===== config.mk =====
export PLATFORM = sky130hd
export DESIGN_NAME = mfreg_seq_ctrl
export DESIGN_NICKNAME = d
export VERILOG_FILES = /design/src/rtl/mfreg_seq_ctrl.sv
export SDC_FILE = /design/constraint.sdc
export NUM_CORES = 1
export LEC_CHECK = 0
export CAP_MARGIN = 20
export CORE_ASPECT_RATIO = 1.25
export CORE_MARGIN = 2
export CORE_UTILIZATION = 41
export CTS_CLUSTER_SIZE = 25
export DETAILED_ROUTE_END_ITERATION = 8
export GPL_TIMING_DRIVEN = 0
export PLACE_DENSITY = 0.82
export SLEW_MARGIN = 20
export SYNTH_ARGS = -nofsm -noshare
export SYNTH_HDL_FRONTEND = slang
export SYNTH_SLANG_ARGS = --single-unit

===== constraint.sdc =====
create_clock -name clk -period 1.45 [get_ports clk]
set_input_delay 0.145 -clock clk [delete_from_list [all_inputs] [get_ports clk]]
set_output_delay 0.145 -clock clk [all_outputs]
set_load 0.01 [all_outputs]

===== src/rtl/mfreg_seq_ctrl.sv =====
// Command sequencer for the 4-bit multifunction shift register (mfreg).
// Turns one host command per start pulse into per-cycle ld/rst/shr/shl/shin controls.
//
// state | meaning
// IDLE  | waiting for start; latches the command on acceptance
// EXEC  | one register control per cycle, k counts steps
// FIN   | one-cycle done pulse, err valid, no controls
module mfreg_seq_ctrl #(
    parameter int W  = 4,
    parameter int CW = 3
) (
    input  logic          clk,
    input  logic          rst,
    input  logic          start,
    input  logic [2:0]    op,
    input  logic [CW-1:0] cnt,
    input  logic [W-1:0]  pat,
    input  logic [W-1:0]  din,
    input  logic [W-1:0]  q,
    output logic          busy,
    output logic          done,
    output logic          err,
    output logic [W-1:0]  reg_i,
    output logic          reg_rst,
    output logic          reg_ld,
    output logic          reg_shr,
    output logic          reg_shl,
    output logic          reg_shin
);

    localparam logic [2:0] OP_LOAD  = 3'b000;
    localparam logic [2:0] OP_CLEAR = 3'b001;
    localparam logic [2:0] OP_SHR   = 3'b010;
    localparam logic [2:0] OP_SHL   = 3'b011;
    localparam logic [2:0] OP_ROTR  = 3'b100;
    localparam logic [2:0] OP_ROTL  = 3'b101;

    typedef enum logic [1:0] {
        IDLE = 2'b00,
        EXEC = 2'b01,
        FIN  = 2'b10
    } state_t;

    state_t        state, state_nxt;
    logic [2:0]    op_r;
    logic [CW-1:0] cnt_r;
    logic [CW-1:0] k;
    logic [W-1:0]  pat_r;
    logic [W-1:0]  din_r;
    logic          err_r;
    logic          reject;
    logic          last_step;
    logic          shin_ser;

    // Rejected commands skip EXEC entirely, so no control ever reaches the register.
    always_comb begin
        reject = 1'b0;
        if (op > OP_ROTL)
            reject = 1'b1;
        else if (op >= OP_SHR && cnt == '0)
            reject = 1'b1;
    end

    assign last_step = (op_r == OP_LOAD) || (op_r == OP_CLEAR) || (k == cnt_r - CW'(1));

    // Pattern bits beyond the register width shift in as zero.
    assign shin_ser = |(pat_r & (W'(1) << k));

    always_ff @(posedge clk) begin
        if (!rst)
            state <= IDLE;
        else
            state <= state_nxt;
    end

    always_ff @(posedge clk) begin
        if (!rst) begin
            op_r  <= '0;
            cnt_r <= '0;
            k     <= '0;
            pat_r <= '0;
            din_r <= '0;
            err_r <= 1'b0;
        end else begin
            case (state)
                IDLE: begin
                    if (start) begin
                        op_r  <= op;
                        cnt_r <= cnt;
                        pat_r <= pat;
                        k     <= '0;
                        err_r <= reject;
                        // reg_i keeps the last loaded value; other commands leave it alone.
                        if (op == OP_LOAD)
                            din_r <= din;
                    end
                end
                EXEC:    k <= k + CW'(1);
                default: ;
            endcase
        end
    end

    always_comb begin
        state_nxt = state;
        case (state)
            IDLE: begin
                if (start)
                    state_nxt = reject ? FIN : EXEC;
            end
            EXEC: begin
                if (last_step)
                    state_nxt = FIN;
            end
            FIN:     state_nxt = IDLE;
            default: state_nxt = IDLE;
        endcase
    end

    always_comb begin
        busy     = 1'b0;
        done     = 1'b0;
        err      = 1'b0;
        reg_i    = din_r;
        reg_rst  = 1'b0;
        reg_ld   = 1'b0;
        reg_shr  = 1'b0;
        reg_shl  = 1'b0;
        reg_shin = 1'b0;
        case (state)
            EXEC: begin
                busy = 1'b1;
                case (op_r)
                    OP_LOAD:  reg_ld  = 1'b1;
                    OP_CLEAR: reg_rst = 1'b1;
                    OP_SHR: begin
                        reg_shr  = 1'b1;
                        reg_shin = shin_ser;
                    end
                    OP_SHL: begin
                        reg_shl  = 1'b1;
                        reg_shin = shin_ser;
                    end
                    OP_ROTR: begin
                        reg_shr  = 1'b1;
                        reg_shin = q[0];
                    end
                    OP_ROTL: begin
                        reg_shl  = 1'b1;
                        reg_shin = q[W-1];
                    end
                    default: ;
                endcase
            end
            FIN: begin
                done = 1'b1;
                err  = err_r;
            end
            default: ;
        endcase
    end

endmodule


==> results.yml, run 1 <==
outcome:
  status: "complete, but fails checks"
  violations: "negative setup slack"
setup_path:
  slowest_stage: "dfxtp_4"
  crit_start: "k[0]"
  worstPathRequired_ns: 1.31
  worst_ep_arrival_time_ns: 1.79
  crit_type: "flip-flop to output port"
  slowest_delay_ns: 0.42
  crit_path_cell_trace: "inv_4 > ha_2 > a222oi_1 > nor3b_1 > o311a_1 > buf_2"
  worst-path-max-fanout: 5
  cp-end-kind: "output port"
  critPathLaunchType: "flip-flop"
  r2r-start: "state[1]"
timing:
  skew_ns: 0.007875
  finalHoldViolCount: 0
  rsz0062_at_grt: "yes"
  min_period_ns: 1.939
  max_slew.worst_pin.slew_ns: 0.4516
  timing.final.crit_share_pct: 133.7
  drv_slew: 0
  slew_headroom_pct: 69.66
  fin_ws_ns: -0.4889
  fmax_mhz: 515.8
  setup_viol: 5
cells_and_area:
  finalNetCount: 202
  layout_commonest_cell: "clkdlybuf4s50_1"
  fin_util_pct: 70.25
  fill_cells: 163
  multiInputGateArea_um2: 762.0
  final_cell_mix: "21 x clkdlybuf4s50_1, 13 x dfxtp_1, 12 x nand2_1"
  area_delta_synth_final_pct: 59.34
  antennaDiodeCount: 0
  drive_above_1_share_pct: 37.79
  seqCellArea_um2: 421.7
route:
  drtPass1Iterations: 4
  drt-total-wl_mm: 3.285
  drt_iter0_drc: 15
  wl_per_cell_um: 16.02
  via_count: 1103
  postRouteAntennaNets: 0
  post-route-drc-count: 0
  via_per_inst: 5.380
grt:
  grt_remaining_overflow: 0
  antenna_found_initial: 0
  grt_pass1_wl_mm: 4.767
  grt_max_degree: 13
  grt_use_total_pct: 21.03
  first_global_vias: 1070
floorplanning:
  die-height_um: 61.71
  fp.coreArea_um2: 2477
  die_area_um2: 3096
  initial_core_util_pct: 44.09
  fp-row-count: 20
  ios: 33
  die_w_um: 50.17
yosys:
  synthCells: 126
  synth_fp_nets: 155
  async_flop_share_pct: 0
  synth_edf_count: 0
  synth_ff_type: "dfxtp_1"
  syn_area_per_cell_um2: 8.669
  ys_seq_area_share_pct: 36.66
  synth_top_area_share_pct: 36.66
  yosysTopAreaCell: "dfxtp_1"
  yosysWarnings: 0
  ys_ff_latch: 20
  yosys-top-cells-area: "dfxtp_1 37%, ha_1 9.2%, nand2_1 7.9%"
  netlist_area_um2: 1092
  ys_types: 36
pwr:
  total_power_mw: 1.451
  p_per_area_nw_per_um2: 833.4
  leakage_nw: 0.7431
  ir_drop_uv: 460.6
cts:
  clk_latency_ns: 0.32
  clockBufferDepth: 2
  cts_tree: "built"
  h-tree-depth: 1
  root_buffer: "clkbuf_4"
  cts_made_buffers: 3
  cts.sinks: 20
  holdBufCountCts: 0
  clk_pin_slew_ns: 0.12
hold_path:
  hold_class: "input pin to flip-flop"
  hp-start: "rst"
placed_design:
  numPortBuffers: 29
  gp_congestion: 0.7982
  hpwl_mm: 1.908
flow_run:
  cap_viol_max_count: 0
==> power by group <==
| part | switching [mW] | internal, mW |
|---|---|---|
| sequential | 0.0444 | 0.578 |
| combinational | 0.158 | 0.197 |
| clock | 0.194 | 0.280 |
| total | 0.396 | 1.05 |
==> registers in the layout, summed over array words and instances, names as in the netlist <==
| signal | flops |
|---|---|
| state | 2 |
| cnt_r | 3 |
| err_r | 1 |
| k | 3 |
| reg_i | 4 |
| pat_r | 4 |
| op_r | 3 |
==> worst paths after layout <==
check	endpoint	depth (start not counted)	slack [ns]
setup / recovery	reg_shin	6	-0.49
hold / removal	k[0]	2	0.19
setup reg to reg	cnt_r[2]	6	-0.01
hold reg to reg	cnt_r[0]	2	0.48
==> worst max-delay path: cells and delay by family (launching register included) <==
| family | cells | cell delay [ns] |
|---|---|---|
| buf+inv | 2 | 0.19 |
| fa+ha+maj | 1 | 0.17 |
| compound gates | 2 | 0.58 |
| flops | 1 | 0.42 |
| simple gates | 1 | 0.10 |
==> per-layer routing <==
metal	GRT usage (%)	vias to the layer above	routed length (um)	share of wire (%)
li1	-	529	-	-
met1	21.99	523	1264	38
met2	40.41	40	1750	53
met3	2.392	11	156	4.7
met4	13.49	0	114	3.5
met5	0	-	0	0
==> cell usage after synthesis, types with 2 or more instances <==
library cell / instances
clkbuf_1: 2
nor3_1: 6
and3_1: 2
o21ai_0: 4
dfxtp_1: 20
o21a_1: 2
nor3b_1: 2
nand2_1: 23
xor2_1: 2
a21boi_1: 10
inv_1: 8
ha_1: 8
a21boi_0: 6
nor2_1: 5
nand3_1: 5
==> repair_timing <==
action	in CTS	in global routing
endpoints found under the setup margin	9	26
cloned	0	1
resized for setup	60	33
buffers inserted	7	6
pin swaps	5	21
==> logic make-up after synthesis <==
group | share of synthesized area (%)
buffers and inverters | 5.613
adder cells (fa/ha/maj) | 9.164
multiplexers | 0.9164
XOR/XNOR | 4.468
flip-flops | 36.65
AND/OR/NAND/NOR | 23.37
AO/OA/AOI/OAI | 19.82
==> through the flow <==
step                      cell area, um^2  cells  TNS (ns)  hold WS (ns)  setup slack (ns)
after floorplan                      1095    126         0        0.2798           0.02940
after global placement               1426    188    -1.789        0.4436           -0.4864
after detailed placement             1426    188    -3.037        0.4476           -0.5288
after CTS                            1597    199   -0.6449        0.2033           -0.4694
after global routing                 1740    205   -0.8898        0.2319           -0.5160
final                                1740    205   -0.5523        0.1918           -0.4889
==> area by class of cell <==
class	instances	area share [%]
repair buffers	43	22.50
flip-flops and latches	20	24.23
multi-input cells	93	43.78
inverters	8	2.157
clock inverters	1	1.725
clock buffers	3	1.294
plain buffers	4	1.941
well taps	33	2.372
Power figures use the tool's default switching activity.
==> inputs of run 2 (changes only) <==
SLEW_MARGIN = 10   (was 20)
==> results of run 2 <==
The final DEF is identical to that of run 1; final timing and power are the same.
==> variant 1: new RTL, flow settings as in run 2 <==
`W`: 4 -> 6.
--- a/src/rtl/mfreg_seq_ctrl.sv
+++ b/src/rtl/mfreg_seq_ctrl.sv
@@ -8,3 +8,3 @@
 module mfreg_seq_ctrl #(
-    parameter int W  = 4,
+    parameter int W  = 6,
     parameter int CW = 3
Ports: changed (resized din, pat, q and reg_i); port bits go from 33 to 41. The function was not compared with the original's and may differ.
==> variant 1 against run 2 <==
The run still ends with setup timing left; register-to-register slack got worse by 0.28 ns; wire length down 3.3%; sequential cell count grew 4; critical path depth up 1; first-iteration DRC count grew 93%; die area up 9.3%; final area up 4.5%; setup slack got worse by 0.014 ns; area after synthesis rose by 10%; total power shrank 2.2%.
==> variant 1: results (changes against run 2) <==
| Metric | Value |
|---|---|
| Cell variety after synth | `30 (was 36)` |
| Vias in the first global route | `1101 (was 1070)` |
| GRT Overall Usage | `18.6% (was 21.0%)` |
| Storage element area | `499 um^2 (was 422 um^2)` |
| Avg Vias per Cell | `5.25 (was 5.38)` |
| Sequential Power Share | `51.5% (was 42.9%)` |
| Setup-failing EPs final | `9 (was 5)` |
| Failing checks | `setup timing (unchanged)` |
| Max-slew headroom | `73.6% (was 69.7%)` |
| GP Congestion | `0.738 (was 0.798)` |
| Status | `complete, but fails checks (unchanged)` |
| Wire length of the first global-routing pass | `4850 um (was 4770 um)` |
| Hold Path End | `pat_r[3]$_SDFFE_PN0P_ (was k[0]$_SDFFE_PN0P_)` |
| Final net count | `221 (was 202)` |
| DR WL/cell | `14.5 um (was 16.0 um)` |
| Number of post-CTS setup repair buffers | `9 (was 7)` |
| Pin count of the biggest net entering global routing | `14 (was 13)` |
| Post-route worst setup slack | `-0.503 ns (was -0.489 ns)` |
| Pre-CTS WS | `-0.616 ns (was -0.529 ns)` |
| Clock skew | `0.00165 ns (was 0.00788 ns)` |
| Placement Rows | `21 (was 20)` |
| Net Sw Frac | `27.1% (was 27.3%)` |
| Multi-input combinational area share | `42.5% (was 43.8%)` |
| R2r setup slk | `-0.29 ns (was -0.01 ns)` |
| Leakage | `0.741 nW (was 0.743 nW)` |
| Signal buffers | `50 (was 47)` |
| Post-Place Cells | `206 (was 188)` |
| Largest cells by area after synthesis | `dfxtp_1 (40%), nand2_1 (9.4%), ha_1 (8.3%) (was dfxtp_1 (37%), ha_1 (9.2%), nand2_1 (7.9%))` |
| R2r startpoint | `state[0]$_SDFFE_PN0P_ (was state[1]$_SDFFE_PN0P_)` |
| Hold path start | `pat[3] (was rst)` |
| WL final | `3180 um (was 3290 um)` |
| Synthesized instance count | `136 (was 126)` |
| Xor/xnor share of the synthesized area | `3.64% (was 4.47%)` |
| IO buf count | `36 (was 29)` |
| Fraction of layout cells with a size suffix above 1 | `27.6% (was 37.8%)` |
| Reg2Reg Depth | `5 (was 6)` |
| Utilization after layout | `66.5% (was 70.3%)` |
| Post-synthesis mux area share | `5.83% (was 0.916%)` |
-- variant 1: changes by cell type in the layout (fill, tap and decap cells not counted), sizes merged, moves of 3 or more --
cell,change
dfxtp,+4
clkdlybuf4s50,+7
buf,-4
nand2,+7
nor3,-3
mux2i,+6
nand3,-5
a21boi,-3
nor2b,+7
-- variant 1: routing by layer --
| layer | up-vias | share of wire (%) | global-route usage (%) |
|---|---|---|---|
| li1 | 556 | - | - |
| met5 | - | 0 | 0 |
| met2 | 44 | 53 | 35.3 |
| met3 | 3 | 6.3 | 3.69 |
| met1 | 547 | 40 | 20.1 |
| met4 | 0 | 0.63 | 5.13 |
-- variant 1: how the worst max path moves through the flow --
stage	cells after the start	slack [ns]	to
2_1_floorplan	5	-0.13	reg_i[0]$_SDFFE_PN0P_
3_3_place_gp	7	-0.61	reg_shin
3_5_place_dp	7	-0.62	reg_shin
4_1_cts	8	-0.48	reg_shin
5_1_grt	7	-0.59	reg_shin
6_report	7	-0.50	reg_shin
==> variant 2: new RTL, flow settings as in run 2 <==
Made on the original files. Make the reset (`rst`) asynchronous in 2 clocked blocks.
--- a/src/rtl/mfreg_seq_ctrl.sv
+++ b/src/rtl/mfreg_seq_ctrl.sv
@@ -68,3 +68,3 @@
 
-    always_ff @(posedge clk) begin
+    always_ff @(posedge clk or negedge rst) begin
         if (!rst)
@@ -75,3 +75,3 @@
 
-    always_ff @(posedge clk) begin
+    always_ff @(posedge clk or negedge rst) begin
         if (!rst) begin
Function: differs if rst is asserted again (counterexample within 4 cycles, from zero or initial values and one cycle with rst low); with rst held inactive, the same outputs for 10 cycles.
==> variant 2 against run 2 <==
The run still ends with setup timing left; core utilization down 2.8 points; area after synthesis fell by 6.0%; sequential share of layout area up 6.9 points; wire length shrank 29%; final area down 6.8%; setup slack improved by 0.10 ns; sequential cell count stayed put; critical path type unchanged.
Power is not compared: it rests on default switching activity, and its combinational part moved more than twofold at a synthesized area within 25%.
==> variant 2: results (changes against run 2) <==
| Metric | Value |
|---|---|
| Status | `complete, but fails checks (unchanged)` |
| Failing checks | `setup timing (unchanged)` |
| GR Util met3 | `2.50% (was 2.39%)` |
| Setup TNS | `-0.489 ns (was -0.552 ns)` |
| Adder-cell share of the synthesized area | `8.40% (was 9.16%)` |
| Final hold slack | `0.329 ns (was 0.192 ns)` |
| Fraction of layout cells with a size suffix above 1 | `44.3% (was 37.8%)` |
| Setup-failing EPs final | `4 (was 5)` |
| Met1 WL | `912 um (was 1260 um)` |
| Met3 WL | `89 um (was 156 um)` |
| Post-route worst setup slack | `-0.388 ns (was -0.489 ns)` |
| Actual slew at the worst max-slew pin | `0.880 ns (was 0.452 ns)` |
| Cell variety after synth | `27 (was 36)` |
| Ys async rst share | `100% (was 0%)` |
| IO buf count | `30 (was 29)` |
| Hold Path Class | `input port to asynchronous set/reset pin (was input port to flip-flop)` |
| Post-CTS Resized | `49 (was 60)` |
| Vias in the first global route | `872 (was 1070)` |
| Non-filler cells, final | `173 (was 205)` |
| Wire length of the first global-routing pass | `3760 um (was 4770 um)` |
| Syn Nets | `116 (was 155)` |
| Met1 usage | `17.9% (was 22.0%)` |
| Placed Area | `0.00137 mm^2 (was 0.00143 mm^2)` |
| Pin count of the biggest net entering global routing | `21 (was 13)` |
| Routed vias | `858 (was 1103)` |
| Number of post-CTS setup repair buffers | `14 (was 7)` |
| GR Util met2 | `33.1% (was 40.4%)` |
| Initial detailed-routing violation count | `17 (was 15)` |
| Pre-CTS WS | `-0.569 ns (was -0.529 ns)` |
| Synthesized instance count | `89 (was 126)` |
| DR WL/cell | `13.5 um (was 16.0 um)` |
| Synth cell count leaders | `dfrtp_1 (20), mux2_2 (12), inv_1 (9) (was nand2_1 (23), dfxtp_1 (20), a21boi_1 (10))` |
| GRT Overall Usage | `17.2% (was 21.0%)` |
| GP Congestion | `0.694 (was 0.798)` |
| R2r setup slk | `0.05 ns (was -0.01 ns)` |
| Post-synthesis cell area | `0.00103 mm^2 (was 0.00109 mm^2)` |
| Xor/xnor share of the synthesized area | `3.90% (was 4.47%)` |
| Arr. time, crit path | `1.69 ns (was 1.79 ns)` |
| Largest cells by area after synthesis | `dfrtp_1 (49%), mux2_2 (13%), ha_1 (7.3%) (was dfxtp_1 (37%), ha_1 (9.2%), nand2_1 (7.9%))` |
variant 2: area by class of cell:
cell class	instances	area, um^2	area share, %
inverter	9	36.3	2.24
sequential	20	505	31.2
clock buffer	3	22.5	1.39
multi-input combinational	59	571	35.2
tap	33	41.3	2.55
timing repair buffer	48	430	26.5
buffer	1	15.0	0.926
variant 2: worst paths after layout:
check,endpoint,depth (start not counted),startpoint
max,reg_shin,6,k[0]$_DFFE_PN0P_
min,err_r$_DFFE_PN0P_,1,rst
max reg2reg,pat_r[2]$_DFFE_PN0P_,5,state[1]$_DFFE_PN0P_
min reg2reg,reg_i[0]$_DFFE_PN0P_,1,reg_i[0]$_DFFE_PN0P_
max in group asynchronous,k[0]$_DFFE_PN0P_,1,rst
min in group clk,cnt_r[1]$_DFFE_PN0P_,3,cnt[1]
variant 2: critical path, cell delays in order (launching register included):
cell and delay [ns]:
dfrtp_2 0.43, inv_2 0.06, ha_2 0.17, a222oi_1 0.37, o21ai_1 0.10, and3_1 0.14
buf_2 0.13
